===== config.mk =====
export PLATFORM = sky130hd
export DESIGN_NAME = bcd_scan_counter
export DESIGN_NICKNAME = d
export VERILOG_FILES = /design/src/rtl/bcd_scan_counter.sv
export SDC_FILE = /design/constraint.sdc
export NUM_CORES = 1
export LEC_CHECK = 0
export BUFFER_PORTS_ARGS = -buffer_cell sky130_fd_sc_hd__buf_2
export CAP_MARGIN = 30
export CORE_ASPECT_RATIO = 1.2
export CORE_MARGIN = 4
export CORE_UTILIZATION = 53
export DETAILED_ROUTE_END_ITERATION = 10
export GPL_ROUTABILITY_DRIVEN = 0
export PLACE_DENSITY = 0.76
export SETUP_SLACK_MARGIN = 0.02
export SLEW_MARGIN = 15
export SYNTH_ARGS = -nofsm -noshare
export SYNTH_HDL_FRONTEND = slang
export SYNTH_SLANG_ARGS = --single-unit

===== constraint.sdc =====
create_clock -name clk -period 2.3 [get_ports clk]
set_input_delay 0 -clock clk [delete_from_list [all_inputs] [get_ports clk]]
set_output_delay 0 -clock clk [all_outputs]
set_load 0.01 [all_outputs]

===== src/rtl/bcd_scan_counter.sv =====
// Multi-digit BCD up/down counter with a time-multiplexed digit scanner.
// The scanner presents one registered digit plus a one-hot select per scan slot.
module bcd_scan_counter #(
    parameter int DIGITS   = 4,
    parameter int SCAN_DIV = 1000
) (
    input  logic                  clk,
    input  logic                  rst,
    input  logic                  inc,
    input  logic                  dec,
    input  logic                  clr,
    output logic [4*DIGITS-1:0]   value,
    output logic                  carry,
    output logic                  borrow,
    output logic [3:0]            digit,
    output logic [DIGITS-1:0]     sel
);

    localparam int IDX_W = (DIGITS > 1) ? $clog2(DIGITS) : 1;
    localparam int DIV_W = (SCAN_DIV > 1) ? $clog2(SCAN_DIV) : 1;
    localparam logic [IDX_W-1:0] IDX_LAST = IDX_W'(DIGITS - 1);
    localparam logic [DIV_W-1:0] DIV_LAST = DIV_W'(SCAN_DIV - 1);

    // Result is {wrap, next_value}; wrap set only when every digit rolled over.
    function automatic logic [4*DIGITS:0] bcd_up(input logic [4*DIGITS-1:0] v);
        logic [4*DIGITS-1:0] r;
        logic                c;
        r = v;
        c = 1'b1;
        for (int i = 0; i < DIGITS; i++) begin
            if (c) begin
                if (v[4*i +: 4] == 4'd9) begin
                    r[4*i +: 4] = 4'd0;
                end else begin
                    r[4*i +: 4] = v[4*i +: 4] + 4'd1;
                    c = 1'b0;
                end
            end
        end
        return {c, r};
    endfunction

    function automatic logic [4*DIGITS:0] bcd_down(input logic [4*DIGITS-1:0] v);
        logic [4*DIGITS-1:0] r;
        logic                b;
        r = v;
        b = 1'b1;
        for (int i = 0; i < DIGITS; i++) begin
            if (b) begin
                if (v[4*i +: 4] == 4'd0) begin
                    r[4*i +: 4] = 4'd9;
                end else begin
                    r[4*i +: 4] = v[4*i +: 4] - 4'd1;
                    b = 1'b0;
                end
            end
        end
        return {b, r};
    endfunction

    logic [4*DIGITS:0]  up_res;
    logic [4*DIGITS:0]  dn_res;
    logic [IDX_W-1:0]   idx;
    logic [DIV_W-1:0]   div;
    logic [3:0]         cur_nib;
    logic [DIGITS-1:0]  cur_sel;

    assign up_res = bcd_up(value);
    assign dn_res = bcd_down(value);

    // Count stage: clear beats inc/dec, and simultaneous inc+dec holds.
    always_ff @(posedge clk or posedge rst) begin
        if (rst) begin
            value  <= '0;
            carry  <= 1'b0;
            borrow <= 1'b0;
        end else begin
            carry  <= 1'b0;
            borrow <= 1'b0;
            if (clr) begin
                value <= '0;
            end else if (inc && !dec) begin
                value <= up_res[4*DIGITS-1:0];
                carry <= up_res[4*DIGITS];
            end else if (dec && !inc) begin
                value  <= dn_res[4*DIGITS-1:0];
                borrow <= dn_res[4*DIGITS];
            end
        end
    end

    always_comb begin
        cur_nib = 4'd0;
        cur_sel = '0;
        for (int i = 0; i < DIGITS; i++) begin
            if (idx == IDX_W'(i)) begin
                cur_nib    = value[4*i +: 4];
                cur_sel[i] = 1'b1;
            end
        end
    end

    // Scan stage: sel and digit both come from pre-edge idx/value, keeping them aligned.
    always_ff @(posedge clk or posedge rst) begin
        if (rst) begin
            div   <= '0;
            idx   <= '0;
            sel   <= DIGITS'(1);
            digit <= 4'd0;
        end else begin
            sel   <= cur_sel;
            digit <= cur_nib;
            if (div == DIV_LAST) begin
                div <= '0;
                idx <= (idx == IDX_LAST) ? '0 : idx + 1'b1;
            end else begin
                div <= div + 1'b1;
            end
        end
    end

endmodule


Word-level counts from Yosys, hierarchy flattened
Cells that the tools add are included.
{ "word_totals": {"register_bits": 38, "in_bits": 5, "out_inout_bits": 26, "elab_cells": 93} }
{ "op_classes": {"add_sub_neg": 10, "eq_ne": 11, "n_mux": 46, "n_reduce_logical": 16} }
{ "op_table": {"columns": ["cell", "count"], "rows": [
  ["$mux 4", 18],
  ["$mux 16", 3],
  ["$mux 1", 23],
  ["$add 4x1->4 const B", 4],
  ["$eq 4x4->1 const B", 4],
  ["$logic_not 4->1", 4],
  ["$sub 4x1->4 const B", 4],
  ["$reduce_bool 3->1", 4],
  ["$add 10x1->10 const B", 1],
  ["$eq 10x10->1 const B", 1],
  ["$mux 10", 1],
  ["$ne 3x3->1 const B", 3],
  ["$reduce_and 3->1", 3],
  ["$eq 2x2->1 const B", 2],
  ["$add 2x1->2 const B", 1],
  ["$eq 2x1->1 const B", 1],
  ["$logic_and 1x1->1", 2],
  ["$logic_not 1->1", 2],
  ["$logic_not 2->1", 1],
  ["$mux 2", 1]
]} }

Longest topological paths before layout
Gate-level depths: netlist (run 1).
{ "depth": {"depth_word": 8, "mapped_depth": 8, "mapped_depth_nobuf": 6} }

Least setup slack after synthesis (run 1)
No wires, ideal clock.
{ "synth_path": {"path_kind": "reg2reg", "start": "register value[4]", "end": "register value[13]", "setup_time_ns": 0.125, "arrival_ns": 2.138, "t_required_ns": 2.175, "path_slack_ns": 0.037, "stages_incl_launch_ff": 8, "n_path_buf": 1, "synth_period_minus_slack_ns": 2.263, "path_cell_list": "dfrtp_1 clkbuf_1 inv_1 ha_1 or4b_4 o41ai_4 nor2_2 mux2_4"} }
{ "synth_via": {"elab_chain_len": 6, "word_cells_on_any_way": 11, "classes_between": "2 x eq/ne; 6 x mux; 3 x reduce/logical"} }
{ "synth_lines": {"columns": ["item", "line_no", "source"], "rows": [
  ["start: declaration", "12", "output logic [4*DIGITS-1:0] value,"],
  ["start signal: assignment", "83", "value <= up_res[4*DIGITS-1:0];"],
  ["start signal: assignment", "86", "value <= dn_res[4*DIGITS-1:0];"],
  ["$eq 4x4->1 or $logic_not 4->1 (tied branches)", "32, 50", null],
  ["$mux 1, on equally long branches", "32, 50", null],
  ["$mux 1, on equally long branches (2 in a row)", "31, 49", null],
  ["$ne 3x3->1 (no line) or $reduce_bool 3->1 (tied branches)", null, null],
  ["$reduce_and 3->1 (no line) *", null, null]
]} }
Mark *: on every way between the ends. The rest lies on a longest branch, timed or not.
A chain may end at the register's enable or synchronous reset.

Final worst setup path (run 1)
{ "layout_path": {"start": "register value[8]", "end": "register value[13]"} }
{ "layout_via": {"elab_chain_len": 5, "word_cells_on_any_way": 9, "classes_between": "2 x eq/ne; 4 x mux; 3 x reduce/logical"} }
{ "layout_lines": {"columns": ["item", "line_no"], "rows": [
  ["$eq 4x4->1 or $logic_not 4->1 (tied branches)", "32, 50"],
  ["$mux 1, on equally long branches", "32, 50"],
  ["$mux 1, on equally long branches", "31, 49"],
  ["$ne 3x3->1 (no line) or $reduce_bool 3->1 (tied branches)", null],
  ["$reduce_and 3->1 (no line) *", null]
]} }
Marks and branches as above.

==> results of run 1 <==
==> cell families after synthesis <==
group	Yosys count	share of synthesized area [%]
flops	38	36.4
fa+ha+maj	18	8.62
simple gates	106	23.9
compound gates	70	19.2
mux	7	3.21
buf+inv	39	6.27
xor+xnor	7	2.35
==> cell usage after synthesis (5+ instances only) <==
cell type	number	share of area [%]
a311oi_1	5	1.7
dfrtp_1	37	35
nor4_1	7	1.7
nor3_1	9	1.7
nand3_1	16	3.1
nand2_1	17	2.4
buf_2	5	0.96
a21oi_1	18	3.4
nand3b_1	10	2.9
nor2_1	17	2.4
inv_1	17	2.4
o21ai_0	11	2.1
clkbuf_1	13	1.9
ha_1	18	8.6
==> power by group through the flow <==
stage / registers (uW) / logic [uW] / clock network [uW]
floorplan: 853 / 519 / 0
global placement: 823 / 800 / 0
detailed placement: 823 / 810 / 0
CTS: 809 / 821 / 498
global route: 825 / 904 / 525
finish: 811 / 823 / 486
==> state kept, by name (all words and copies together) (netlist names) <==
| signal | flops |
|---|---|
| borrow | 1 |
| carry | 1 |
| digit | 4 |
| div | 10 |
| idx | 2 |
| sel | 4 |
| value | 16 |
==> path summary, 6_finish.rpt <==
path / start / to / slack [ps] / cells past startpoint
max: value[8] / value[13] / 170 / 6
min: inc / value[1] / 70 / 2
max reg2reg: value[8] / value[13] / 170 / 6
min reg2reg: div[0] / div[0] / 500 / 1
max in group asynchronous: rst / sel[0] / 1580 / 4
min in group asynchronous: rst / div[0] / 360 / 4
==> metrics by stage <==
stage	utilization (%)	power [uW]	worst slack, ps	area, sq um
floorplan	-	1370	37.1	2610
global placement	61.2	1620	272	2880
detailed placement	61.2	1630	242	2880
CTS	63.5	2130	176	2980
global route	63.5	2250	76.7	2980
finish	63.5	2120	174	2980
==> per-layer routing <==
| metal | GRT usage (%) | wire length, microns |
|---|---|---|
| met1 | 28.2 | 2680 |
| met2 | 36.9 | 3080 |
| met3 | 3.91 | 365 |
| met4 | 4.27 | 40 |
| met5 | 0 | 0 |
==> final cells by class <==
type | count | area [sq um] | share of cell area, %
Sequential cell | 38 | 952 | 31.9
Clock inverter | 2 | 12.5 | 0.420
Tap cell | 58 | 72.6 | 2.43
Multi-Input combinational cell | 208 | 1500 | 50.3
Clock buffer | 6 | 82.6 | 2.77
Inverter | 18 | 67.6 | 2.27
Timing Repair Buffer | 49 | 295 | 9.91
==> timing repair <==
action	4_1_cts	5_1_grt
gates resized for setup	0	0
hold endpoints to repair	37	0
buffers inserted	0	0
hold buffers	1	0
==> results by group, run 1 <==
Final layout
  – Commonest non-fill, non-tap cell in the layout: dfrtp_1
  – Most frequent cells in the layout: 37 x dfrtp_1, 30 x buf_2, 18 x a21oi_1, 18 x ha_1, 18 x buf_4
  – Finished Layout Cells: 379
  – Nets: ~340
  – Area grow syn2layout: 14.0%
  – # diodes: 0
  – Layout cell share with drive strength beyond 1: a little under a quarter
  – Number of fillers in the final layout: approximately 400

Setup path
  – CP cell instances: inv_1, ha_1, or3b_2, o41ai_4, nor2_2, mux2_4
  – Critical path data arrival time: roughly 2300 ps
  – WS Path Type: register to register
  – CP startpoint kind: register
  – Worst path buffer plus inverter count: 1
  – Max FO, Critical Path: 5
  – Setup crit end kind: register
  – CP delay by family, top: simple AND/OR/NAND/NOR gates
  – Worst path slowest cell: or3b_2
  – Crit path required time: 2470 ps
  – Slowest stage delay, CP: 520 ps

Power
  – Power density cells: 711 nW/um^2
  – Seq pwr share: 38.3%
  – Int Power: around 1300 uW
  – P_sw: around 800 uW
  – Logic pwr share: 38.8%
  – Clock share of power: between 20% and 30%
  – VDD IR max: roughly 0.4 mV
  – Switching Share: 37.0%
  – Leak: ~0.0013 uW

Routing
  – Routed vias/inst: about 6
  – 1st-iter DRT viols: around 110
  – Routed Antenna Nets: 0
  – DRC viols: 0
  – Via count: 2283
  – Avg WL per Cell: around 16 microns
  – Drt first pass iters: 4
  – Final WL: ~6200 microns

Job
  – Maximum Capacitance Violations: 0

Floorplanning
  – Starting Density: 55.7%
  – Core outline area: ~4700 sq um
  – Die W: between 70 and 80 microns
  – Die area: 6120 sq um
  – Die height: roughly 85 microns
  – Ports: 31
  – Row count: 27

Synth
  – Post-synth net total: about 310
  – Ys flop type: dfrtp_1
  – Ys async rst share: 100%
  – Avg Inst Size Synth: between 9 and 10 sq um
  – Fraction of the yosys area taken by sequential cells: between 30 and 40%
  – Post-synth cell types: 65
  – #FFs+latches synth: 38
  – Post-synth EDFFs: 0
  – Cells after synthesis: 285
  – Post-Syn Area: approximately 2600 sq um
  – YS warnings: 0

Placement
  – Detail Placement HPWL: 4490 microns
  – PortBufs: 30
  – Cell Count Post-Placement: between 300 and 400

Global routing
  – Global-route wire length before repair: between 10000 and 15000 microns
  – Largest net degree at the start of global routing: 39
  – Total GRT Usage: 21.5%
  – Antenna violations before repair: 0
  – Congestion Overflow GR: 0
  – Number of global-route vias before repair: approximately 2200

STA
  – Hold Slack: 68.5 ps
  – Final period util: slightly above 90%
  – Final setup fails: 0
  – Max Slew Vio Count: 0
  – Tmin final: between 2000 and 2500 ps
  – Final number of hold-violating endpoints: 0
  – Max Clk Rate: between 400 and 500 MHz
  – Setup Skew: roughly 8.6 ps
  – Rel. slew slack: 53.9%
  – RSZ-0062 raised after global routing: no
  – Worst-Margin Slew: slightly below 700 ps
  – Post-route setup TNS: 0 ps

Worst hold path
  – Worst hold path type: primary input to register

Clock network
  – Clock slew at reported path FFs: ~80 ps
  – H-tree depth: 2
  – CTS tree: done
  – CTS Buf Count: 5
  – CTS Root Cell: clkbuf_8
  – CTS Sinks: 38
  – Clk_lat worst skew: about 290 ps
  – Max Root-Sink Buffers: 2

Run status
  – Status: finished clean
Power figures use the tool's default switching activity.
==> run 2: changes to the inputs <==
--- a/config.mk
+++ b/config.mk
@@ -5,6 +5,7 @@
 export SDC_FILE = /design/constraint.sdc
 export NUM_CORES = 1
 export LEC_CHECK = 0
+export ABC_AREA = 1
 export BUFFER_PORTS_ARGS = -buffer_cell sky130_fd_sc_hd__buf_2
 export CAP_MARGIN = 30
 export CORE_ASPECT_RATIO = 1.2
@@ -12,7 +13,7 @@
 export CORE_UTILIZATION = 53
 export DETAILED_ROUTE_END_ITERATION = 10
 export GPL_ROUTABILITY_DRIVEN = 0
-export PLACE_DENSITY = 0.76
+export PLACE_DENSITY = 0.77
 export SETUP_SLACK_MARGIN = 0.02
 export SLEW_MARGIN = 15
 export SYNTH_ARGS = -nofsm -noshare
==> results by group, run 2 <==
Power
  – Power density cells: between 800 and 900 nW/um^2
  – Leak: ~0.0014 uW
  – VDD IR max: ~0.44 mV
  – Logic pwr share: between 30% and 40%
  – Total Power: approximately 2500 uW
  – Clock share of power: roughly 23%
  – Switching Share: between 40% and 50%
  – Int Power: approximately 1400 uW
  – P_sw: 1020 uW
  – Seq pwr share: 38.9%

Routing
  – Drt first pass iters: 4
  – Routed vias/inst: between 5 and 6
  – 1st-iter DRT viols: 155
  – Avg WL per Cell: ~13 microns
  – DRC viols: 0
  – Final WL: 5270 microns
  – Routed Antenna Nets: 0
  – Via count: between 2000 and 2500

Final layout
  – Nets: 380
  – Top reg by flops: value
  – End-of-flow core utilization: roughly 62%
  – Layout cell share with drive strength beyond 1: 21.5%
  – Final instance area: about 2800 sq um
  – Commonest non-fill, non-tap cell in the layout: nand2_1
  – Regs by FF count: value (16), div (10)
  – Area grow syn2layout: 12.7%
  – Max reg flops: 16
  – # diodes: 0
  – Most frequent cells in the layout: 67 x nand2_1, 37 x dfrtp_1, 36 x nand3_1

Synth
  – Avg Inst Size Synth: 7.77 sq um
  – Cells after synthesis: approximately 320
  – #FFs+latches synth: 38
  – Top-count cell post-synth: nand2_1
  – Fraction of the yosys area taken by sequential cells: between 30% and 40%
  – Post-synth EDFFs: 0
  – Post-synth net total: about 350
  – Post-synth top area cell: dfrtp_1
  – Ys async rst share: 100%
  – Area share of the largest cell type after synthesis: about 37%
  – Post-synth cell types: 31
  – Post-Syn Area: roughly 2500 sq um
  – Synth area leaders: dfrtp_1 37%, nand2_1 10%, ha_1 8.9%
  – Ys flop type: dfrtp_1
  – YS warnings: 0
  – Post-synth top cells: 67 x nand2_1, 37 x dfrtp_1, 36 x nand3_1

Global routing
  – Total GRT Usage: between 10% and 20%
  – Antenna violations before repair: 0
  – Congestion Overflow GR: 0
  – Number of global-route vias before repair: roughly 2100
  – Largest net degree at the start of global routing: 39
  – Global-route wire length before repair: about 9500 microns

STA
  – Final period util: between 70% and 80%
  – Post-route setup TNS: 0 ps
  – Final number of hold-violating endpoints: 0
  – Tmin final: around 1700 ps
  – RSZ-0062 raised after global routing: no
  – Max Clk Rate: between 500 and 600 MHz
  – Max Slew Vio Count: 0
  – Setup Skew: 5.63 ps
  – Hold Slack: 63.6 ps
  – Rel. slew slack: approximately 67%
  – Final setup fails: 0
  – Worst-Margin Slew: 489 ps

Clock network
  – H-tree depth: 2
  – Max Root-Sink Buffers: 2
  – CTS tree: done
  – CTS Buf Count: 5
  – CTS Root Cell: clkbuf_8
  – Clock slew at reported path FFs: about 80 ps
  – CTS Sinks: 38
  – Clk_lat worst skew: 290 ps

Setup path
  – Setup crit end kind: register
  – Worst path buffer plus inverter count: 2
  – Slowest stage delay, CP: around 470 ps
  – CP delay by family, top: simple AND/OR/NAND/NOR gates
  – Critical path data arrival time: 1870 ps
  – CP startpoint kind: register
  – Max FO, Critical Path: 6
  – Worst path slowest cell: dfrtp_1
  – Most frequent CP cell: inv_1
  – CP cell instances: inv_1, ha_1, inv_1, nor3_1, nand3_1, nand2_2, nand2_4, nand2_1, o21ai_2
  – WS Path Type: register to register
  – Crit path required time: roughly 2500 ps

Placement
  – Detail Placement HPWL: about 4000 microns
  – PortBufs: 30
  – Cell Area, Placed: around 2700 sq um

Floorplanning
  – Starting Density: around 55%
  – Die height: ~83 microns
  – Ports: 31
  – Row count: 27
  – Die W: 70.9 microns
  – Die area: just under 6000 sq um
  – Core outline area: roughly 4600 sq um

Worst hold path
  – Worst hold path type: primary input to register

Run status
  – Status: finished clean

Job
  – Maximum Capacitance Violations: 0
[run 2: area by class of cell]
type / count / area, sq um
clock buffers: 5 / 68.8
clock inverters: 3 / 40.0
fillers: 444 / 1760
inverters: 40 / 150
multi-input cells: 239 / 1380
flip-flops and latches: 38 / 952
well taps: 58 / 72.6
repair buffers: 33 / 175
[run 2: path summary, 6_finish.rpt]
kind	startpoint	end	slack [ps]	cells past startpoint
max	value[9]	value[12]	620	9
min	clr	borrow	60	2
max reg2reg	value[9]	value[12]	620	9
min reg2reg	div[0]	div[0]	460	1
max in group asynchronous	rst	sel[0]	1600	4
min in group asynchronous	rst	sel[3]	350	4
[run 2: what timing repair did]
item / CTS / global route
hold endpoints to repair: 37 / 0
resized for setup: 0 / 0
hold buffers: 1 / 0
endpoints found under the setup margin: 0 / 0
setup buffers: 0 / 0
[run 2: metrics by stage]
stage / setup WS (ps) / cells
final: 622 / 416
after global routing: 484 / 416
after CTS: 618 / 416
after detailed placement: 637 / 407
after global placement: 629 / 407
after floorplan: 775 / 324
[run 2: power by group through the flow]
stage | clock network (uW) | logic, uW | registers (uW)
final | 560 | 947 | 959
after global routing | 606 | 1080 | 987
after CTS | 577 | 950 | 958
after detailed placement | 0 | 939 | 971
after global placement | 0 | 932 | 968
after floorplan | 0 | 712 | 939
[run 2: cells by family after synthesis]
family / share of synthesized area (%)
AO/OA/AOI/OAI: 12.9
flip-flops: 37.8
adder cells (fa/ha/maj): 8.95
buffers and inverters: 7.41
XOR/XNOR: 1.39
AND/OR/NAND/NOR: 31.5
[run 2: per-layer routing]
metal  track usage [%]  up-vias  part of all wire [%]
li1                  -     1141                     -
met1              25.4     1016                    44
met2              32.6       54                    49
met3              3.49        8                   5.2
met4              5.30        0                   1.6
met5                 0        -                     0
